## config.mk

```make
export PLATFORM = sky130hd
export DESIGN_NAME = seg_led_capture_flat
export DESIGN_NICKNAME = d
export VERILOG_FILES = /design/src/rtl/seg_led_capture_if.sv /design/src/rtl/seg_led_capture.sv /design/src/flat_wrapper.sv
export SDC_FILE = /design/constraint.sdc
export NUM_CORES = 1
export LEC_CHECK = 0
export ABC_AREA = 1
export ABC_CLOCK_PERIOD_IN_PS = 6900
export CORE_ASPECT_RATIO = 1.2
export CORE_MARGIN = 5
export CORE_UTILIZATION = 60
export DETAILED_ROUTE_END_ITERATION = 7
export DONT_BUFFER_PORTS = 1
export GPL_ROUTABILITY_DRIVEN = 0
export GPL_TIMING_DRIVEN = 0
export HOLD_SLACK_MARGIN = 0.12
export PLACE_DENSITY_LB_ADDON = 0.1
export SYNTH_ARGS = -nofsm -noshare
export SYNTH_HDL_FRONTEND = slang
export SYNTH_SLANG_ARGS = --single-unit
```

## constraint.sdc

```tcl
create_clock -name clk -period 6.9 [get_ports clk]
set_clock_uncertainty 0.15 [all_clocks]
set_input_delay 1.725 -clock clk [delete_from_list [all_inputs] [get_ports clk]]
set_output_delay 1.725 -clock clk [all_outputs]
set_load 0.03 [all_outputs]
```

## src/rtl/seg_led_capture_if.sv

```systemverilog
// Scanned display bus seen by seg_led_capture: digit-select/segment inputs and
// the reconstructed value/point/sign/enable word with its status pulses.
interface seg_led_capture_if;
    logic [5:0]  seg_sel;
    logic [7:0]  seg_led;
    logic [19:0] data;
    logic [5:0]  point;
    logic        sign;
    logic        en;
    logic        valid;
    logic        err;

    modport master (
        output seg_sel, seg_led,
        input  data, point, sign, en, valid, err
    );

    modport slave (
        input  seg_sel, seg_led,
        output data, point, sign, en, valid, err
    );
endinterface

```

## src/rtl/seg_led_capture.sv

```systemverilog
// Captures a scanned six-digit seven-segment display and rebuilds its value word.
// Optional macro SEG_CAP_TIMEOUT_EN: drop en after TIMEOUT_CYC cycles of all digits off.
module seg_led_capture #(
    parameter int unsigned STABLE_CYC  = 16,
    parameter int unsigned TIMEOUT_CYC = 500_000
) (
    input logic               clk,
    input logic               rst,
    seg_led_capture_if.slave  bus
);

    localparam logic [1:0] S_IDLE  = 2'd0;
    localparam logic [1:0] S_CHECK = 2'd1;
    localparam logic [1:0] S_CONV  = 2'd2;
    localparam logic [1:0] S_DONE  = 2'd3;

    localparam logic [3:0] G_BLANK = 4'd10;
    localparam logic [3:0] G_MINUS = 4'd11;
    localparam logic [3:0] G_BAD   = 4'd15;

    localparam logic [7:0] STB_LAST = 8'(STABLE_CYC - 1);
    localparam logic [7:0] STB_PRE  = 8'(STABLE_CYC - 2);

    logic [5:0]      sel_s1_q, sel_s2_q;
    logic [7:0]      led_s1_q, led_s2_q;
    logic [13:0]     prev_q;
    logic [7:0]      stb_cnt_q, stb_cnt_d;
    logic            same, sel_onehot, latch_en;
    logic [2:0]      slot_idx;
    logic [3:0]      glyph;

    logic [5:0][3:0] code_q, code_d;
    logic [5:0]      dp_q, dp_d;
    logic [5:0]      mask_q, mask_d;
    logic [5:0][3:0] snap_code_q, snap_code_d;
    logic [5:0]      snap_dp_q, snap_dp_d;

    logic [1:0]      state_q, state_d;
    logic [2:0]      idx_q, idx_d;
    logic [19:0]     acc_q, acc_d, acc_next;
    logic [3:0]      cur_code, cur_digit;
    logic            accept, frame_bad, frame_minus;
    logic [2:0]      minus_cnt;
    logic            tmo_fire;

    logic [19:0]     data_q, data_d;
    logic [5:0]      point_q, point_d;
    logic            sign_q, sign_d;
    logic            en_q, en_d;
    logic            valid_q, valid_d;
    logic            err_q, err_d;

    function automatic logic [3:0] decode_glyph(input logic [6:0] seg);
        case (seg)
            7'h40:   decode_glyph = 4'd0;
            7'h79:   decode_glyph = 4'd1;
            7'h24:   decode_glyph = 4'd2;
            7'h30:   decode_glyph = 4'd3;
            7'h19:   decode_glyph = 4'd4;
            7'h12:   decode_glyph = 4'd5;
            7'h02:   decode_glyph = 4'd6;
            7'h78:   decode_glyph = 4'd7;
            7'h00:   decode_glyph = 4'd8;
            7'h10:   decode_glyph = 4'd9;
            7'h7F:   decode_glyph = G_BLANK;
            7'h3F:   decode_glyph = G_MINUS;
            default: decode_glyph = G_BAD;
        endcase
    endfunction

    // Stability filter: counter saturates at STB_LAST, so a slot latches once per change.
    assign same       = ({sel_s2_q, led_s2_q} == prev_q);
    assign sel_onehot = $onehot(~sel_s2_q);
    assign latch_en   = same && (stb_cnt_q == STB_PRE) && sel_onehot;
    assign glyph      = decode_glyph(led_s2_q[6:0]);

    always_comb begin
        stb_cnt_d = stb_cnt_q;
        if (!same)
            stb_cnt_d = '0;
        else if (stb_cnt_q != STB_LAST)
            stb_cnt_d = stb_cnt_q + 8'd1;
    end

    always_comb begin
        slot_idx = '0;
        for (int unsigned i = 0; i < 6; i++) begin
            if (!sel_s2_q[i])
                slot_idx = 3'(i);
        end
    end

    always_ff @(posedge clk or posedge rst) begin
        if (rst) begin
            sel_s1_q  <= '0;
            sel_s2_q  <= '0;
            led_s1_q  <= '0;
            led_s2_q  <= '0;
            prev_q    <= '0;
            stb_cnt_q <= '0;
        end else begin
            sel_s1_q  <= bus.seg_sel;
            sel_s2_q  <= sel_s1_q;
            led_s1_q  <= bus.seg_led;
            led_s2_q  <= led_s1_q;
            prev_q    <= {sel_s2_q, led_s2_q};
            stb_cnt_q <= stb_cnt_d;
        end
    end

`ifdef SEG_CAP_TIMEOUT_EN
    localparam int unsigned TMO_W = $clog2(TIMEOUT_CYC);
    localparam logic [TMO_W-1:0] TMO_LAST = TMO_W'(TIMEOUT_CYC - 1);
    localparam logic [TMO_W-1:0] TMO_PRE  = TMO_W'(TIMEOUT_CYC - 2);

    logic [TMO_W-1:0] tmo_cnt_q, tmo_cnt_d;
    logic             all_off;

    assign all_off  = (sel_s2_q == 6'h3F);
    assign tmo_fire = all_off && (tmo_cnt_q == TMO_PRE);

    always_comb begin
        tmo_cnt_d = tmo_cnt_q;
        if (!all_off)
            tmo_cnt_d = '0;
        else if (tmo_cnt_q != TMO_LAST)
            tmo_cnt_d = tmo_cnt_q + 1'b1;
    end

    always_ff @(posedge clk or posedge rst) begin
        if (rst)
            tmo_cnt_q <= '0;
        else
            tmo_cnt_q <= tmo_cnt_d;
    end
`else
    logic unused_timeout_cyc;
    assign unused_timeout_cyc = (TIMEOUT_CYC == 0);
    assign tmo_fire           = 1'b0;
`endif

    always_comb begin
        minus_cnt = '0;
        frame_bad = 1'b0;
        for (int unsigned i = 0; i < 6; i++) begin
            if (snap_code_q[i] == G_MINUS)
                minus_cnt = minus_cnt + 3'd1;
            if (snap_code_q[i] == G_BAD)
                frame_bad = 1'b1;
        end
        if (minus_cnt > 3'd1)
            frame_bad = 1'b1;
        frame_minus = (minus_cnt != 3'd0);
    end

    assign cur_code  = snap_code_q[idx_q];
    assign cur_digit = (cur_code < 4'd10) ? cur_code : 4'd0;
    assign acc_next  = acc_q * 20'd10 + {16'd0, cur_digit};
    assign accept    = (state_q == S_IDLE) && (mask_q == 6'h3F);

    always_comb begin
        code_d      = code_q;
        dp_d        = dp_q;
        mask_d      = mask_q;
        snap_code_d = snap_code_q;
        snap_dp_d   = snap_dp_q;
        state_d     = state_q;
        idx_d       = idx_q;
        acc_d       = acc_q;
        data_d      = data_q;
        point_d     = point_q;
        sign_d      = sign_q;
        en_d        = en_q;
        valid_d     = 1'b0;
        err_d       = 1'b0;

        // Snapshot before the same-cycle latch so a new slot starts the next frame.
        if (accept) begin
            snap_code_d = code_q;
            snap_dp_d   = dp_q;
            mask_d      = '0;
        end
        if (latch_en) begin
            code_d[slot_idx] = glyph;
            dp_d[slot_idx]   = ~led_s2_q[7];
            mask_d[slot_idx] = 1'b1;
        end
        if (tmo_fire) begin
            mask_d = '0;
            en_d   = 1'b0;
        end

        case (state_q)
            S_IDLE: begin
                if (accept)
                    state_d = S_CHECK;
            end
            S_CHECK: begin
                if (frame_bad) begin
                    err_d   = 1'b1;
                    state_d = S_IDLE;
                end else begin
                    idx_d   = 3'd5;
                    acc_d   = '0;
                    state_d = S_CONV;
                end
            end
            S_CONV: begin
                acc_d = acc_next;
                if (idx_q == 3'd0) begin
                    // Outputs load on the edge entering DONE so valid is high during DONE.
                    data_d  = acc_next;
                    point_d = snap_dp_q;
                    sign_d  = frame_minus;
                    en_d    = 1'b1;
                    valid_d = 1'b1;
                    state_d = S_DONE;
                end else begin
                    idx_d = idx_q - 3'd1;
                end
            end
            S_DONE:  state_d = S_IDLE;
            default: state_d = S_IDLE;
        endcase
    end

    always_ff @(posedge clk or posedge rst) begin
        if (rst) begin
            code_q      <= '0;
            dp_q        <= '0;
            mask_q      <= '0;
            snap_code_q <= '0;
            snap_dp_q   <= '0;
            state_q     <= S_IDLE;
            idx_q       <= '0;
            acc_q       <= '0;
            data_q      <= '0;
            point_q     <= '0;
            sign_q      <= 1'b0;
            en_q        <= 1'b0;
            valid_q     <= 1'b0;
            err_q       <= 1'b0;
        end else begin
            code_q      <= code_d;
            dp_q        <= dp_d;
            mask_q      <= mask_d;
            snap_code_q <= snap_code_d;
            snap_dp_q   <= snap_dp_d;
            state_q     <= state_d;
            idx_q       <= idx_d;
            acc_q       <= acc_d;
            data_q      <= data_d;
            point_q     <= point_d;
            sign_q      <= sign_d;
            en_q        <= en_d;
            valid_q     <= valid_d;
            err_q       <= err_d;
        end
    end

    assign bus.data  = data_q;
    assign bus.point = point_q;
    assign bus.sign  = sign_q;
    assign bus.en    = en_q;
    assign bus.valid = valid_q;
    assign bus.err   = err_q;

endmodule

```

## src/flat_wrapper.sv

```systemverilog
// flat-port wrapper written by rule: the top's interface ports become plain ports
module seg_led_capture_flat 
#(
    parameter int unsigned STABLE_CYC  = 16,
    parameter int unsigned TIMEOUT_CYC = 500_000
)
  (clk, rst, bus_seg_sel, bus_seg_led, bus_data, bus_point, bus_sign, bus_en, bus_valid, bus_err);
  seg_led_capture_if bus_i ();
  input logic clk;
  input logic rst;
  input wire logic [$bits(bus_i.seg_sel)-1:0] bus_seg_sel;
  input wire logic [$bits(bus_i.seg_led)-1:0] bus_seg_led;
  output wire logic [$bits(bus_i.data)-1:0] bus_data;
  output wire logic [$bits(bus_i.point)-1:0] bus_point;
  output wire logic [$bits(bus_i.sign)-1:0] bus_sign;
  output wire logic [$bits(bus_i.en)-1:0] bus_en;
  output wire logic [$bits(bus_i.valid)-1:0] bus_valid;
  output wire logic [$bits(bus_i.err)-1:0] bus_err;
  assign bus_i.seg_sel = bus_seg_sel;
  assign bus_i.seg_led = bus_seg_led;
  assign bus_data = bus_i.data;
  assign bus_point = bus_i.point;
  assign bus_sign = bus_i.sign;
  assign bus_en = bus_i.en;
  assign bus_valid = bus_i.valid;
  assign bus_err = bus_i.err;
  seg_led_capture #(.STABLE_CYC(STABLE_CYC), .TIMEOUT_CYC(TIMEOUT_CYC)) u_core (.clk(clk), .rst(rst), .bus(bus_i));
endmodule
```

==> impl_results.md <==
- Remaining global-route overflow: 0
- CTS Hold Bufs: 0
- RSZ-0062 raised after global routing: no
- Row cnt: 50
- All-layer global routing usage: 24.1%
- Reg2reg path depth: 25
- Slew Limit Fails: 0
- DR iter-0 viols: 469
- Cell-internal power: 1.58 mW
- Post-synthesis mux area share: 1.93%
- Setup crit end kind: flop
- Max-cap violations: 0
- Seq cells post-synth: 170
- VDD IR max: 0.000263 V
- Cell area after synthesis: 0.00932 mm2
- Asr flop ratio synth: 100%
- Vias: 7,185
- Post-Synth Simple-Gate Area: 28.8%
- Worst Path Buf+Inv: 4
- Largest net degree at the start of global routing: 124
- Worst-Skew Late Latency: 0.43 ns
- Synth Area in Compound Gates: 6.82%
- Most used DFF post-synth: dfrtp_1
- Power share of the combinational group: 2.9%
- Clock Pin Slew Worst Setup and Hold Paths: 0.07 ns
- CP max stage cell: dfrtp_1
- Filler Cells Inserted: 1,331
- Count of cell types in the netlist: 52
- Switching fraction of total power: 23.8%
- Max Fclk: 0.258 GHz
- Min Clock Period, post-route: 3.87 ns
- IO Port Bufs: 0
- DRC violations left: 0
- PwrDens: 203 mW/mm2
- Detailed Route WL: 20.1 mm
- Largest family of logic cells by synthesized area: simple AND/OR/NAND/NOR gates
- Number of antenna diodes: 0
- H-tree lvl count: 4
- Post-DP HPWL: 15.4 mm
- DR WL/cell: 14.9 um
- RR Startpoint: u_core.snap_code_q[0]$_DFFE_PP0P_
- Final count of negative-setup-slack endpoints: 0
- Reg-to-reg slack, setup: 3.03 ns
- Relative slew slack: 37.4%
- Clock power share: 48.1%
- Tcrit/Tclk final: 56.1%
- Hold EP: u_core.led_s2_q[7]$_DFF_PP0_
- Register area share after synthesis: 45.7%
- HP Class: flop to flop
- Initial Util: 60.3%
- Sw Pwr: 0.494 mW
- Die height: 147 um
- CTS tree: built
- Setup TNS: 0 ns
- Cell repeated most along the worst path: nand2_1
- Synthesized net count: 1,188
- Die Wd: 124 um
- Share of cells above drive strength 1: 11.8%
- Post-CTS sizing: 0
- CTS max path bufs: 2
- Inserted Clock Buffers: 17
- Startpoint Class: flop
- Worst flop-to-flop path endpoint: u_core.acc_q[3]$_DFFE_PP0P_
- Ports: 46
- XOR/XNOR Fraction of Synth Area: 2.07%
- First-pass GRT wire length: 34.4 mm
- Worst Path Arrival: 4.09 ns
- Req. time, crit path: 7.12 ns
- Crit Path Class: flop to flop
- Area Growth Syn to Fin: 9.95%
- Final Hold Viols: 0
- Synth warn: 0
- Final nets: 1,208
- Adder-Cell Fraction of Synth Area: 7.98%
- Synth Area per Inst: 8.36 um2
- Status: completed
- Root Buffer: clkbuf_16
- Hold slack: 0.200 ns
- Tot Pwr: 2.08 mW
- Leak Pwr: 5.35 nW
- Setup bufs post-CTS: 0
- Via density: 5.30
- DIE AREA: 0.0181 mm2
- Synth Instances: 1,115
- Core area: 0.0155 mm2
- DRT Pass-1 Iters: 8
- Final ANT Viol Nets: 0
- CP max FO: 10
- Slew @ Worst Pin: 0.936 ns
- Post-synth EDFFs: 0
- Register share of total power: 49.0%
- Initial antenna violation count: 0
- Worst path top cell family by delay: simple AND/OR/NAND/NOR gates
- Vias in the first global route: 7,235
- Clock Sinks: 170
- Hold path depth: 0
- CP peak stage delay: 0.42 ns
- Worst hold start: u_core.led_s1_q[7]$_DFF_PP0_
-- cells in the final DEF (no fill, tap or decap), types with 17 or more instances in the layout --
cell       synthesis  routed
nand2_1          338     338
dfrtp_1          170     170
inv_1            124     123
nor2_1            80      80
nand3_1           53      53
ha_1              53      53
a21oi_1           33      33
o21ai_0           32      32
o21ai_1           30      30
nand4_1           26      26
inv_2             18      18
nand2_2           17      17
clkbuf_16          0      17
-- cell type report --
class	instances	area (um2)	area share, %
clock buffer	17	425	4.15
tap	208	260	2.54
clock inverter	15	206	2.02
buffer	17	91.3	0.892
inverter	143	544	5.31
multi-input combinational	785	4430	43.3
timing repair buffer	1	27.5	0.269
sequential	170	4250	41.5
-- registers in the layout, indices dropped and copies added, names as in the netlist, 3 cells and up, named ones only --
register            cells
u_core.bus.data        20
u_core.acc_q           19
u_core.snap_code_q     24
u_core.led_s1_q         8
u_core.code_q          24
u_core.mask_q           6
u_core.sel_s1_q         6
u_core.snap_dp_q        6
u_core.stb_cnt_q        8
u_core.idx_q            3
u_core.bus.point        6
u_core.dp_q             6
u_core.prev_q          14
u_core.led_s2_q         8
u_core.sel_s2_q         6
-- through the flow --
stage | setup slack (ns) | utilization (%) | std cells | instance area, um2
after floorplan | 0.422 | - | 1115 | 9320
after global placement | -1.21 | 62.0 | 1323 | 9580
after detailed placement | 3.03 | 62.2 | 1324 | 9610
after CTS | 3.02 | 66.3 | 1356 | 10200
after global routing | 2.76 | 66.3 | 1356 | 10200
final | 3.03 | 66.3 | 1356 | 10200
-- cell families (layout without fill, tap and decap cells) --
kind of cell,count (synthesis),count (layout)
AOI/OAI and AO/OA,113,113
xor gates and xnor gates,22,22
adders and majority gates,57,57
buffers and inverters,160,193
DFF,170,170
muxes,16,16
and+or+nand+nor,577,577
-- cell usage after synthesis, types with 2 or more instances --
library cell | number | area [um2]
inv_2 | 18 | 67.6
clkbuf_1 | 9 | 33.8
buf_6 | 2 | 22.5
and2_1 | 3 | 18.8
nand2_4 | 2 | 22.5
nand3_1 | 53 | 265
nand2_2 | 17 | 106
o22ai_1 | 2 | 12.5
ha_1 | 53 | 663
or2_2 | 8 | 50.1
o21ai_1 | 30 | 150
inv_1 | 124 | 465
dfrtp_1 | 170 | 4250
nor4_1 | 3 | 18.8
xnor2_1 | 7 | 61.3
nor3_1 | 13 | 65.1
nand2_1 | 338 | 1270
mux2_2 | 16 | 180
nor2_4 | 3 | 33.8
o21ai_0 | 32 | 160
fa_1 | 4 | 80.1
xor2_1 | 15 | 131
nor2_1 | 80 | 300
nand3_4 | 7 | 123
nand3b_1 | 2 | 15.0
nand4_1 | 26 | 163
nand4_2 | 2 | 25.0
o21a_1 | 2 | 15.0
a31oi_1 | 4 | 25.0
nand3_2 | 5 | 50.1
a21oi_1 | 33 | 165
buf_2 | 4 | 20.0
o211ai_1 | 3 | 22.5
nor2_2 | 7 | 43.8
-- worst max path at each step --
stage          depth (start not counted)  slack, ns                           end                              start
2_1_floorplan                          1       0.42                     async pin                                rst
3_3_place_gp                           1      -1.21     u_core.bus.en$_DFFE_PP0P_                                rst
3_5_place_dp                          25       3.03   u_core.acc_q[9]$_DFFE_PP0P_  u_core.snap_code_q[0]$_DFFE_PP0P_
4_1_cts                               25       3.02   u_core.acc_q[3]$_DFFE_PP0P_  u_core.snap_code_q[0]$_DFFE_PP0P_
5_1_grt                               26       2.76  u_core.acc_q[10]$_DFFE_PP0P_  u_core.snap_code_q[3]$_DFFE_PP0P_
6_report                              25       3.03   u_core.acc_q[3]$_DFFE_PP0P_  u_core.snap_code_q[0]$_DFFE_PP0P_
-- per-layer routing --
metal | vias to the layer above | GRT usage, % | part of all wire [%] | wire length (um)
li1 | 3640 | - | - | -
met1 | 3348 | 28.7 | 41 | 8340
met2 | 146 | 42.0 | 51 | 10300
met3 | 51 | 4.57 | 3.5 | 698
met4 | 0 | 9.97 | 3.8 | 757
met5 | - | 0 | 0 | 0
-- power groups by stage --
stage                     clock (mW)  combinational, mW  sequential [mW]
after floorplan                    0             0.0451             1.03
after global placement             0             0.0568             1.04
after detailed placement           0             0.0619             1.04
after CTS                       1.02             0.0623             1.02
after global routing            1.06             0.0709             1.02
final                          0.998             0.0601             1.02
Note: power is estimated with default switching activity, not from simulation.
